### config.mk
export PLATFORM = sky130hd
export DESIGN_NAME = ssemi_adc_decimator_mc_merge
export DESIGN_NICKNAME = d
export VERILOG_FILES = /design/src/rtl/ssemi_adc_decimator_mc_merge_pkg.sv /design/src/rtl/ssemi_adc_decimator_ch_fifo.sv /design/src/rtl/ssemi_adc_decimator_mc_merge.sv
export SDC_FILE = /design/constraint.sdc
export NUM_CORES = 1
export LEC_CHECK = 0
export ABC_AREA = 1
export CORE_MARGIN = 5
export CORE_UTILIZATION = 47
export DETAILED_ROUTE_END_ITERATION = 8
export PLACE_DENSITY_LB_ADDON = 0.05
export SLEW_MARGIN = 25
export SYNTH_ARGS = -nofsm -noshare
export SYNTH_HDL_FRONTEND = slang
export SYNTH_HIERARCHICAL = 1
export SYNTH_SLANG_ARGS = --single-unit
### constraint.sdc
create_clock -name i_clk -period 2.84 [get_ports i_clk]
set_input_delay 0.426 -clock i_clk [delete_from_list [all_inputs] [get_ports i_clk]]
set_output_delay 0.426 -clock i_clk [all_outputs]
set_load 0.05 [all_outputs]
### src/rtl/ssemi_adc_decimator_mc_merge_pkg.sv
// rtl/ssemi_adc_decimator_mc_merge_pkg.sv - shared constants for the multi-channel decimator merge
// Purpose: default channel count, FIFO depth and CSR address field layout.
// Ports: none (package).
package ssemi_adc_decimator_mc_merge_pkg;

  localparam int DEF_NUM_CH     = 4;
  localparam int DEF_DATA_WIDTH = 24;
  localparam int DEF_FIFO_DEPTH = 4;

  // Core register address occupies [7:0]; channel select starts right above it.
  localparam int CSR_REG_W      = 8;
  localparam int CSR_CH_SEL_LSB = 8;

  function automatic int ch_idx_w(input int num_ch);
    return (num_ch > 1) ? $clog2(num_ch) : 1;
  endfunction

endpackage

### src/rtl/ssemi_adc_decimator_ch_fifo.sv
// rtl/ssemi_adc_decimator_ch_fifo.sv - per-channel synchronous sample FIFO
// Purpose: buffers one channel's decimated samples.
// Ports: i_clk/i_rst clock and sync active-high reset; i_push/i_push_data write side;
//        i_pop/o_pop_data read side (data valid whenever !o_empty); o_full/o_empty status.
module ssemi_adc_decimator_ch_fifo
  import ssemi_adc_decimator_mc_merge_pkg::*;
#(
  parameter int DW    = DEF_DATA_WIDTH,
  parameter int DEPTH = DEF_FIFO_DEPTH
) (
  input  logic          i_clk,
  input  logic          i_rst,
  input  logic          i_push,
  input  logic [DW-1:0] i_push_data,
  input  logic          i_pop,
  output logic [DW-1:0] o_pop_data,
  output logic          o_full,
  output logic          o_empty
);

  localparam int AW = $clog2(DEPTH);

  logic [DW-1:0] mem [DEPTH];
  logic [AW-1:0] wr_ptr;
  logic [AW-1:0] rd_ptr;
  logic [AW:0]   count;
  logic          do_push;
  logic          do_pop;

  assign do_push    = i_push && !o_full;
  assign do_pop     = i_pop && !o_empty;
  // Status comes only from the registered count, so ready never depends on the pop side.
  assign o_full     = (count == (AW+1)'(DEPTH));
  assign o_empty    = (count == '0);
  assign o_pop_data = mem[rd_ptr];

  always_ff @(posedge i_clk) begin
    if (do_push) begin
      mem[wr_ptr] <= i_push_data;
    end
  end

  always_ff @(posedge i_clk) begin
    if (i_rst) begin
      wr_ptr <= '0;
      rd_ptr <= '0;
      count  <= '0;
    end else begin
      if (do_push) wr_ptr <= wr_ptr + AW'(1);
      if (do_pop)  rd_ptr <= rd_ptr + AW'(1);
      case ({do_push, do_pop})
        2'b10:   count <= count + (AW+1)'(1);
        2'b01:   count <= count - (AW+1)'(1);
        default: count <= count;
      endcase
    end
  end

endmodule

### src/rtl/ssemi_adc_decimator_mc_merge.sv
// rtl/ssemi_adc_decimator_mc_merge.sv - round-robin merge of per-channel decimator streams
// Purpose: per-channel FIFOs merged round-robin into one channel-tagged stream, CSR fan-out
//          to the addressed core, sticky maskable per-channel error status.
// Ports: i_ch_valid/i_ch_data/o_ch_ready per-channel input streams;
//        o_decim_valid/o_decim_data/o_decim_ch/i_decim_ready merged output;
//        i_csr_* / o_csr_* host CSR bus; o_ch_csr_* / i_ch_csr_* per-core CSR buses;
//        o_csr_addr_err out-of-range access pulse; i_ch_error/i_err_mask/i_err_clr,
//        o_err_status/o_error error aggregation.
module ssemi_adc_decimator_mc_merge
  import ssemi_adc_decimator_mc_merge_pkg::*;
#(
  parameter int NUM_CH     = DEF_NUM_CH,
  parameter int DATA_WIDTH = DEF_DATA_WIDTH,
  parameter int FIFO_DEPTH = DEF_FIFO_DEPTH,
  localparam int CH_W      = ch_idx_w(NUM_CH)
) (
  input  logic                         i_clk,
  input  logic                         i_rst,
  input  logic [NUM_CH-1:0]            i_ch_valid,
  input  logic [NUM_CH*DATA_WIDTH-1:0] i_ch_data,
  output logic [NUM_CH-1:0]            o_ch_ready,
  output logic                         o_decim_valid,
  output logic [DATA_WIDTH-1:0]        o_decim_data,
  output logic [CH_W-1:0]              o_decim_ch,
  input  logic                         i_decim_ready,
  input  logic                         i_csr_wr_valid,
  input  logic [CSR_CH_SEL_LSB+CH_W-1:0] i_csr_addr,
  input  logic [31:0]                  i_csr_wr_data,
  output logic                         o_csr_wr_ready,
  input  logic                         i_csr_rd_ready,
  output logic [31:0]                  o_csr_rd_data,
  output logic [NUM_CH-1:0]            o_ch_csr_wr_valid,
  output logic [CSR_REG_W-1:0]         o_ch_csr_addr,
  output logic [31:0]                  o_ch_csr_wr_data,
  input  logic [NUM_CH-1:0]            i_ch_csr_wr_ready,
  output logic [NUM_CH-1:0]            o_ch_csr_rd_ready,
  input  logic [NUM_CH*32-1:0]         i_ch_csr_rd_data,
  output logic                         o_csr_addr_err,
  input  logic [NUM_CH-1:0]            i_ch_error,
  input  logic [NUM_CH-1:0]            i_err_mask,
  input  logic [NUM_CH-1:0]            i_err_clr,
  output logic [NUM_CH-1:0]            o_err_status,
  output logic                         o_error
);

  logic [NUM_CH-1:0]     fifo_full;
  logic [NUM_CH-1:0]     fifo_empty;
  logic [NUM_CH-1:0]     fifo_pop;
  logic [DATA_WIDTH-1:0] fifo_data [NUM_CH];

  logic [CH_W-1:0] rr_ptr;
  logic [CH_W-1:0] grant;
  logic [CH_W:0]   scan_idx;
  logic            grant_vld;
  logic            load;
  logic            fire;

  logic [CH_W-1:0] csr_sel;
  logic            sel_ok;

  genvar g;
  generate
    for (g = 0; g < NUM_CH; g++) begin : g_fifo
      ssemi_adc_decimator_ch_fifo #(
        .DW    (DATA_WIDTH),
        .DEPTH (FIFO_DEPTH)
      ) u_fifo (
        .i_clk       (i_clk),
        .i_rst       (i_rst),
        .i_push      (i_ch_valid[g] & ~fifo_full[g]),
        .i_push_data (i_ch_data[g*DATA_WIDTH +: DATA_WIDTH]),
        .i_pop       (fifo_pop[g]),
        .o_pop_data  (fifo_data[g]),
        .o_full      (fifo_full[g]),
        .o_empty     (fifo_empty[g])
      );
    end
  endgenerate

  assign o_ch_ready = ~fifo_full;

  // Scan channels starting at the RR pointer, wrapping once; first non-empty wins.
  always_comb begin
    grant     = '0;
    grant_vld = 1'b0;
    scan_idx  = '0;
    for (int i = 0; i < NUM_CH; i++) begin
      scan_idx = {1'b0, rr_ptr} + (CH_W+1)'(i);
      if (scan_idx >= (CH_W+1)'(NUM_CH)) scan_idx = scan_idx - (CH_W+1)'(NUM_CH);
      if (!grant_vld && !fifo_empty[scan_idx[CH_W-1:0]]) begin
        grant     = scan_idx[CH_W-1:0];
        grant_vld = 1'b1;
      end
    end
  end

  assign load     = !o_decim_valid || i_decim_ready;
  assign fire     = load && grant_vld;
  assign fifo_pop = fire ? (NUM_CH'(1) << grant) : '0;

  always_ff @(posedge i_clk) begin
    if (i_rst) begin
      o_decim_valid <= 1'b0;
      o_decim_data  <= '0;
      o_decim_ch    <= '0;
      rr_ptr        <= '0;
    end else if (load) begin
      o_decim_valid <= grant_vld;
      if (grant_vld) begin
        o_decim_data <= fifo_data[grant];
        o_decim_ch   <= grant;
        rr_ptr       <= (grant == CH_W'(NUM_CH-1)) ? '0 : grant + CH_W'(1);
      end
    end
  end

  assign csr_sel          = i_csr_addr[CSR_CH_SEL_LSB +: CH_W];
  assign o_ch_csr_addr    = i_csr_addr[CSR_REG_W-1:0];
  assign o_ch_csr_wr_data = i_csr_wr_data;

  // Unmatched select leaves every core idle and acks writes so the host never stalls.
  always_comb begin
    sel_ok            = 1'b0;
    o_ch_csr_wr_valid = '0;
    o_ch_csr_rd_ready = '0;
    o_csr_wr_ready    = 1'b1;
    o_csr_rd_data     = '0;
    for (int c = 0; c < NUM_CH; c++) begin
      if (csr_sel == CH_W'(c)) begin
        sel_ok               = 1'b1;
        o_ch_csr_wr_valid[c] = i_csr_wr_valid;
        o_ch_csr_rd_ready[c] = i_csr_rd_ready;
        o_csr_wr_ready       = i_ch_csr_wr_ready[c];
        o_csr_rd_data        = i_ch_csr_rd_data[c*32 +: 32];
      end
    end
  end

  always_ff @(posedge i_clk) begin
    if (i_rst) begin
      o_err_status   <= '0;
      o_error        <= 1'b0;
      o_csr_addr_err <= 1'b0;
    end else begin
      // Set is OR-ed in after the clear so a same-cycle event is never lost.
      o_err_status   <= (o_err_status & ~i_err_clr) | i_ch_error;
      o_error        <= |(o_err_status & ~i_err_mask);
      o_csr_addr_err <= !sel_ok && (i_csr_wr_valid || i_csr_rd_ready);
    end
  end

endmodule

==> PnR_summary.wiki <==
{| class="wikitable"
! Metric !! Value
|-
| Count of different cell masters after synthesis || 32
|-
| Wire length of the first global-routing pass || 92.2 mm
|-
| Detailed placement HPWL || 44.6 mm
|-
| Worst setup path startpoint || g_fifo[2].u_fifo/count[1]
|-
| Final Net Count || 2616
|-
| Most frequent cell after synthesis || sky130_fd_sc_hd__edfxtp_1
|-
| Startpoint class of the critical path || flop
|-
| Unrepaired setup endpoints after global routing || true
|-
| Die ar. || 48900 um2
|-
| Status || completed
|-
| Maximum resistive drop on vdd || 0.000862 V
|-
| Clock buffer count from CTS || 47
|-
| Sum of negative setup slack || 0 ns
|-
| Slew HR || 43.1%
|-
| Top routing layer in use || met5
|-
| Area of the core region || 44100 um2
|-
| Routed length on met3 || 3.77 mm
|-
| Power density over the cells || 980 nW/um2
|-
| Number of warning messages in the yosys log || 6
|-
| Count of boundary I/O pins || 409
|-
| Total iterations of the first detailed-routing run || 5
|-
| Number of vias in the routed layout || 15481
|-
| Max Transition Viols Final || 0
|-
| Hold Violations, Final || 0
|-
| Number of core rows || 77
|-
| Iter 0 DRT Violations || 895
|-
| Clock skew || 0.0214 ns
|-
| Launch instance of the worst min-delay path || i_ch_error[0]
|-
| DP Worst Slack || -0.0841 ns
|-
| Gate count after technology mapping || 1978
|-
| Area fraction of the dominant cell type after synthesis || 55.0%
|-
| Max frequency || 371 MHz
|-
| Worst hold path type || in -> reg
|-
| Post-synthesis average cell area || 10.6 um2
|-
| Syn nets || 2293
|-
| Clk Tree Root Cell || sky130_fd_sc_hd__clkbuf_16
|-
| Total global-route track usage || 24.2%
|-
| Skew-Pair Late Insertion Delay || 0.56 ns
|-
| Final core occ || 61.3%
|-
| WL met2 || 32.8 mm
|-
| Post-place instance area || 25200 um2
|-
| Total wire length after detailed routing || 62.4 mm
|-
| Die width || 221 um
|-
| Final instance area || 27100 um2
|-
| Final critical-path setup slack || 0.146 ns
|-
| Clock input transition at the sequential cells of the worst setup and hold paths || 0.06 ns
|-
| Cell type contributing the most total cell area after synthesis || sky130_fd_sc_hd__edfxtp_1
|-
| Most frequent cells after synthesis || 384 x sky130_fd_sc_hd__edfxtp_1, 244 x sky130_fd_sc_hd__nor2_1, 236 x sky130_fd_sc_hd__nand2_1
|-
| CTS Buffer Depth || 3
|-
| Effective utilization at floorplan || 47.5%
|-
| Vias in the first global route || 15053
|-
| Number of setup violations in the final report || 0
|-
| GPL Wtd Cong || 1.02
|-
| Worst flop-to-flop path startpoint || g_fifo[2].u_fifo/count[1]
|-
| Async set or reset register ratio after synthesis || 0%
|-
| Remaining routing DRC violations || 0
|-
| Worst EP arrival || 3.14 ns
|-
| Average wire per standard cell || 21.3 um
|-
| Count of input and output buffers || 328
|-
| Final worst path period need || 2.69 ns
|-
| Met1 layer wirelength in the final routing || 24.1 mm
|-
| Most common flop cell mapped by yosys || sky130_fd_sc_hd__edfxtp_1
|-
| Required time worst endpoint || 3.29 ns
|-
| Antenna violations before repair || 2
|-
| Area added between synthesis and finish || 29.1%
|-
| Count of flip-flops with a built-in enable after synthesis || 384
|-
| Number of nets with antenna violations after routing || 0
|-
| #FFs+latches synth || 455
|-
| Part of the Yosys area used for sequential elements || 61.8%
|-
| Die Span Y || 221 um
|-
| Largest driver fanout on the critical path || 4
|-
| Final Cycle Share || 94.8%
|-
| TritonCTS clock tree || built
|-
| Static leakage power || 10.4 nW
|-
| Post-synthesis instance area || 21000 um2
|-
| Maximum number of pins on one net before global-route repair || 51
|-
| Worst Setup End Kind || flop
|-
| Per-cell via count in the routed design || 5.28
|-
| Category of the critical setup timing path || reg -> reg
|-
| Transition time at the pin with the least slew margin || 0.854 ns
|-
| Max-cap check violation count || 0
|-
| Congestion Overflow GR || 0
|-
| Clock net sink count || 455
|-
| Layout cells sized above 1 || 20.6%
|-
| Cell types occupying the most area after synthesis || sky130_fd_sc_hd__edfxtp_1 55%, sky130_fd_sc_hd__dfxtp_1 6.8%, sky130_fd_sc_hd__o22ai_2 4.8%, sky130_fd_sc_hd__o21ai_0 4.5%, sky130_fd_sc_hd__nor2_1 4.4%
|-
| Number of H-tree levels || 2
|}
[repair_timing]
action                                 4_1_cts  5_1_grt
gates resized for setup                      8       78
buffers inserted                             3        9
setup endpoints to repair                    4       17
endpoints found under the hold margin        0        0
pin swaps                                    5       29
hold buffers                                 0        0
[sequential cells by signal, indices dropped and copies added, names as in the netlist, named ones only]
signal and count:
rr_ptr 2, o_error 1, o_decim_valid 1, g_fifo.u_fifo/wr_ptr 8, g_fifo.u_fifo/mem 384, o_decim_ch 2, o_err_status 4, g_fifo.u_fifo/count 12
o_csr_addr_err 1, g_fifo.u_fifo/rd_ptr 8, o_decim_data 24
[kinds of logic after synthesis]
logic type	synth area share, %
AO/OA/AOI/OAI	11.6
adder cells (fa/ha/maj)	1.58
buffers and inverters	8.50
flip-flops	61.8
other	0.0179
AND/OR/NAND/NOR	16.5
[worst max-delay path, stage by stage (launching register included)]
cell and delay [ns]:
sky130_fd_sc_hd__dfxtp_4 0.36, sky130_fd_sc_hd__nor2_4 0.12, sky130_fd_sc_hd__nand2_2 0.07, sky130_fd_sc_hd__inv_2 0.07
sky130_fd_sc_hd__nand2_2 0.08, sky130_fd_sc_hd__nand2_4 0.07, sky130_fd_sc_hd__nand2_1 0.06, sky130_fd_sc_hd__nand2_2 0.09
sky130_fd_sc_hd__nor2_1 0.05, sky130_fd_sc_hd__nand2_1 0.10, sky130_fd_sc_hd__nand2_4 0.10, sky130_fd_sc_hd__buf_12 0.14
sky130_fd_sc_hd__nor3_4 0.18, sky130_fd_sc_hd__nand2_2 0.10, sky130_fd_sc_hd__inv_2 0.10, sky130_fd_sc_hd__ha_4 0.15
sky130_fd_sc_hd__inv_4 0.04, sky130_fd_sc_hd__fa_2 0.37, sky130_fd_sc_hd__inv_2 0.06, sky130_fd_sc_hd__nand2_2 0.04
sky130_fd_sc_hd__nand3_2 0.07, sky130_fd_sc_hd__nand2_1 0.06, sky130_fd_sc_hd__nand2_1 0.06, sky130_fd_sc_hd__nor2_1 0.05
[layer usage]
metal | GRT usage (%) | vias up
met5 | 0 | -
met3 | 4.88 | 83
li1 | - | 7359
met4 | 7.10 | 2
met2 | 44.7 | 518
met1 | 28.5 | 7519
[power breakdown]
| group | internal, W | switching, W |
|---|---|---|
| Clock | 0.00360 | 0.00244 |
| Sequential | 0.00829 | 0.000379 |
| Combinational | 0.00395 | 0.00785 |
| Total | 0.0158 | 0.0107 |
[final cells by class]
cell class,instances,area [um2]
antenna,1,2.50
timing repair buffer,416,4440
clock buffer,74,1420
multi-input combinational,1149,6500
sequential,455,13000
inverter,232,873
fill,3681,17100
clock inverter,12,106
tap,592,741
[through the flow]
step	hold slack, ns	power [W]	cells
5_1_grt	0.448	0.0279	2931
3_5_place_dp	0.499	0.0197	2832
4_1_cts	0.433	0.0259	2921
2_1_floorplan	0.459	0.0160	1978
3_3_place_gp	0.489	0.0196	2832
6_report	0.457	0.0265	2931
[final timing paths]
check | end | slack (ns) | depth (start not counted)
max reg2reg | g_fifo[1].u_fifo/count[2] | 0.15 | 23
min | o_err_status[0] | 0.46 | 3
min reg2reg | g_fifo[3].u_fifo/wr_ptr[1] | 0.50 | 2
max | g_fifo[1].u_fifo/count[2] | 0.15 | 23
[placed cells by master, fill, tap and decap left out, types with 2 or more instances in the layout]
| master | instances |
|---|---|
| sky130_fd_sc_hd__nand3_1 | 162 |
| sky130_fd_sc_hd__o22ai_2 | 80 |
| sky130_fd_sc_hd__inv_1 | 205 |
| sky130_fd_sc_hd__a21oi_1 | 34 |
| sky130_fd_sc_hd__bufinv_16 | 2 |
| sky130_fd_sc_hd__dfxtp_2 | 8 |
| sky130_fd_sc_hd__edfxtp_1 | 384 |
| sky130_fd_sc_hd__clkbuf_16 | 50 |
| sky130_fd_sc_hd__nand2_4 | 9 |
| sky130_fd_sc_hd__nor2_1 | 223 |
| sky130_fd_sc_hd__o22ai_1 | 19 |
| sky130_fd_sc_hd__dfxtp_1 | 61 |
| sky130_fd_sc_hd__ha_4 | 2 |
| sky130_fd_sc_hd__o21ai_1 | 17 |
| sky130_fd_sc_hd__nor2_2 | 102 |
| sky130_fd_sc_hd__nand2_2 | 33 |
| sky130_fd_sc_hd__a221oi_1 | 11 |
| sky130_fd_sc_hd__clkinv_2 | 7 |
| sky130_fd_sc_hd__o21ai_0 | 188 |
| sky130_fd_sc_hd__ha_1 | 18 |
| sky130_fd_sc_hd__fa_2 | 4 |
| sky130_fd_sc_hd__clkdlybuf4s50_1 | 286 |
| sky130_fd_sc_hd__nor2_4 | 4 |
| sky130_fd_sc_hd__nand4_1 | 21 |
| sky130_fd_sc_hd__nand2_1 | 208 |
| sky130_fd_sc_hd__buf_12 | 48 |
| sky130_fd_sc_hd__nand3_2 | 6 |
| sky130_fd_sc_hd__inv_2 | 26 |
| sky130_fd_sc_hd__clkbuf_8 | 8 |
| sky130_fd_sc_hd__clkbuf_1 | 16 |
| sky130_fd_sc_hd__dfxtp_4 | 2 |
| sky130_fd_sc_hd__nor3_4 | 2 |
| sky130_fd_sc_hd__clkinv_1 | 3 |
| sky130_fd_sc_hd__buf_4 | 81 |
(Power assumes the default switching activity.)
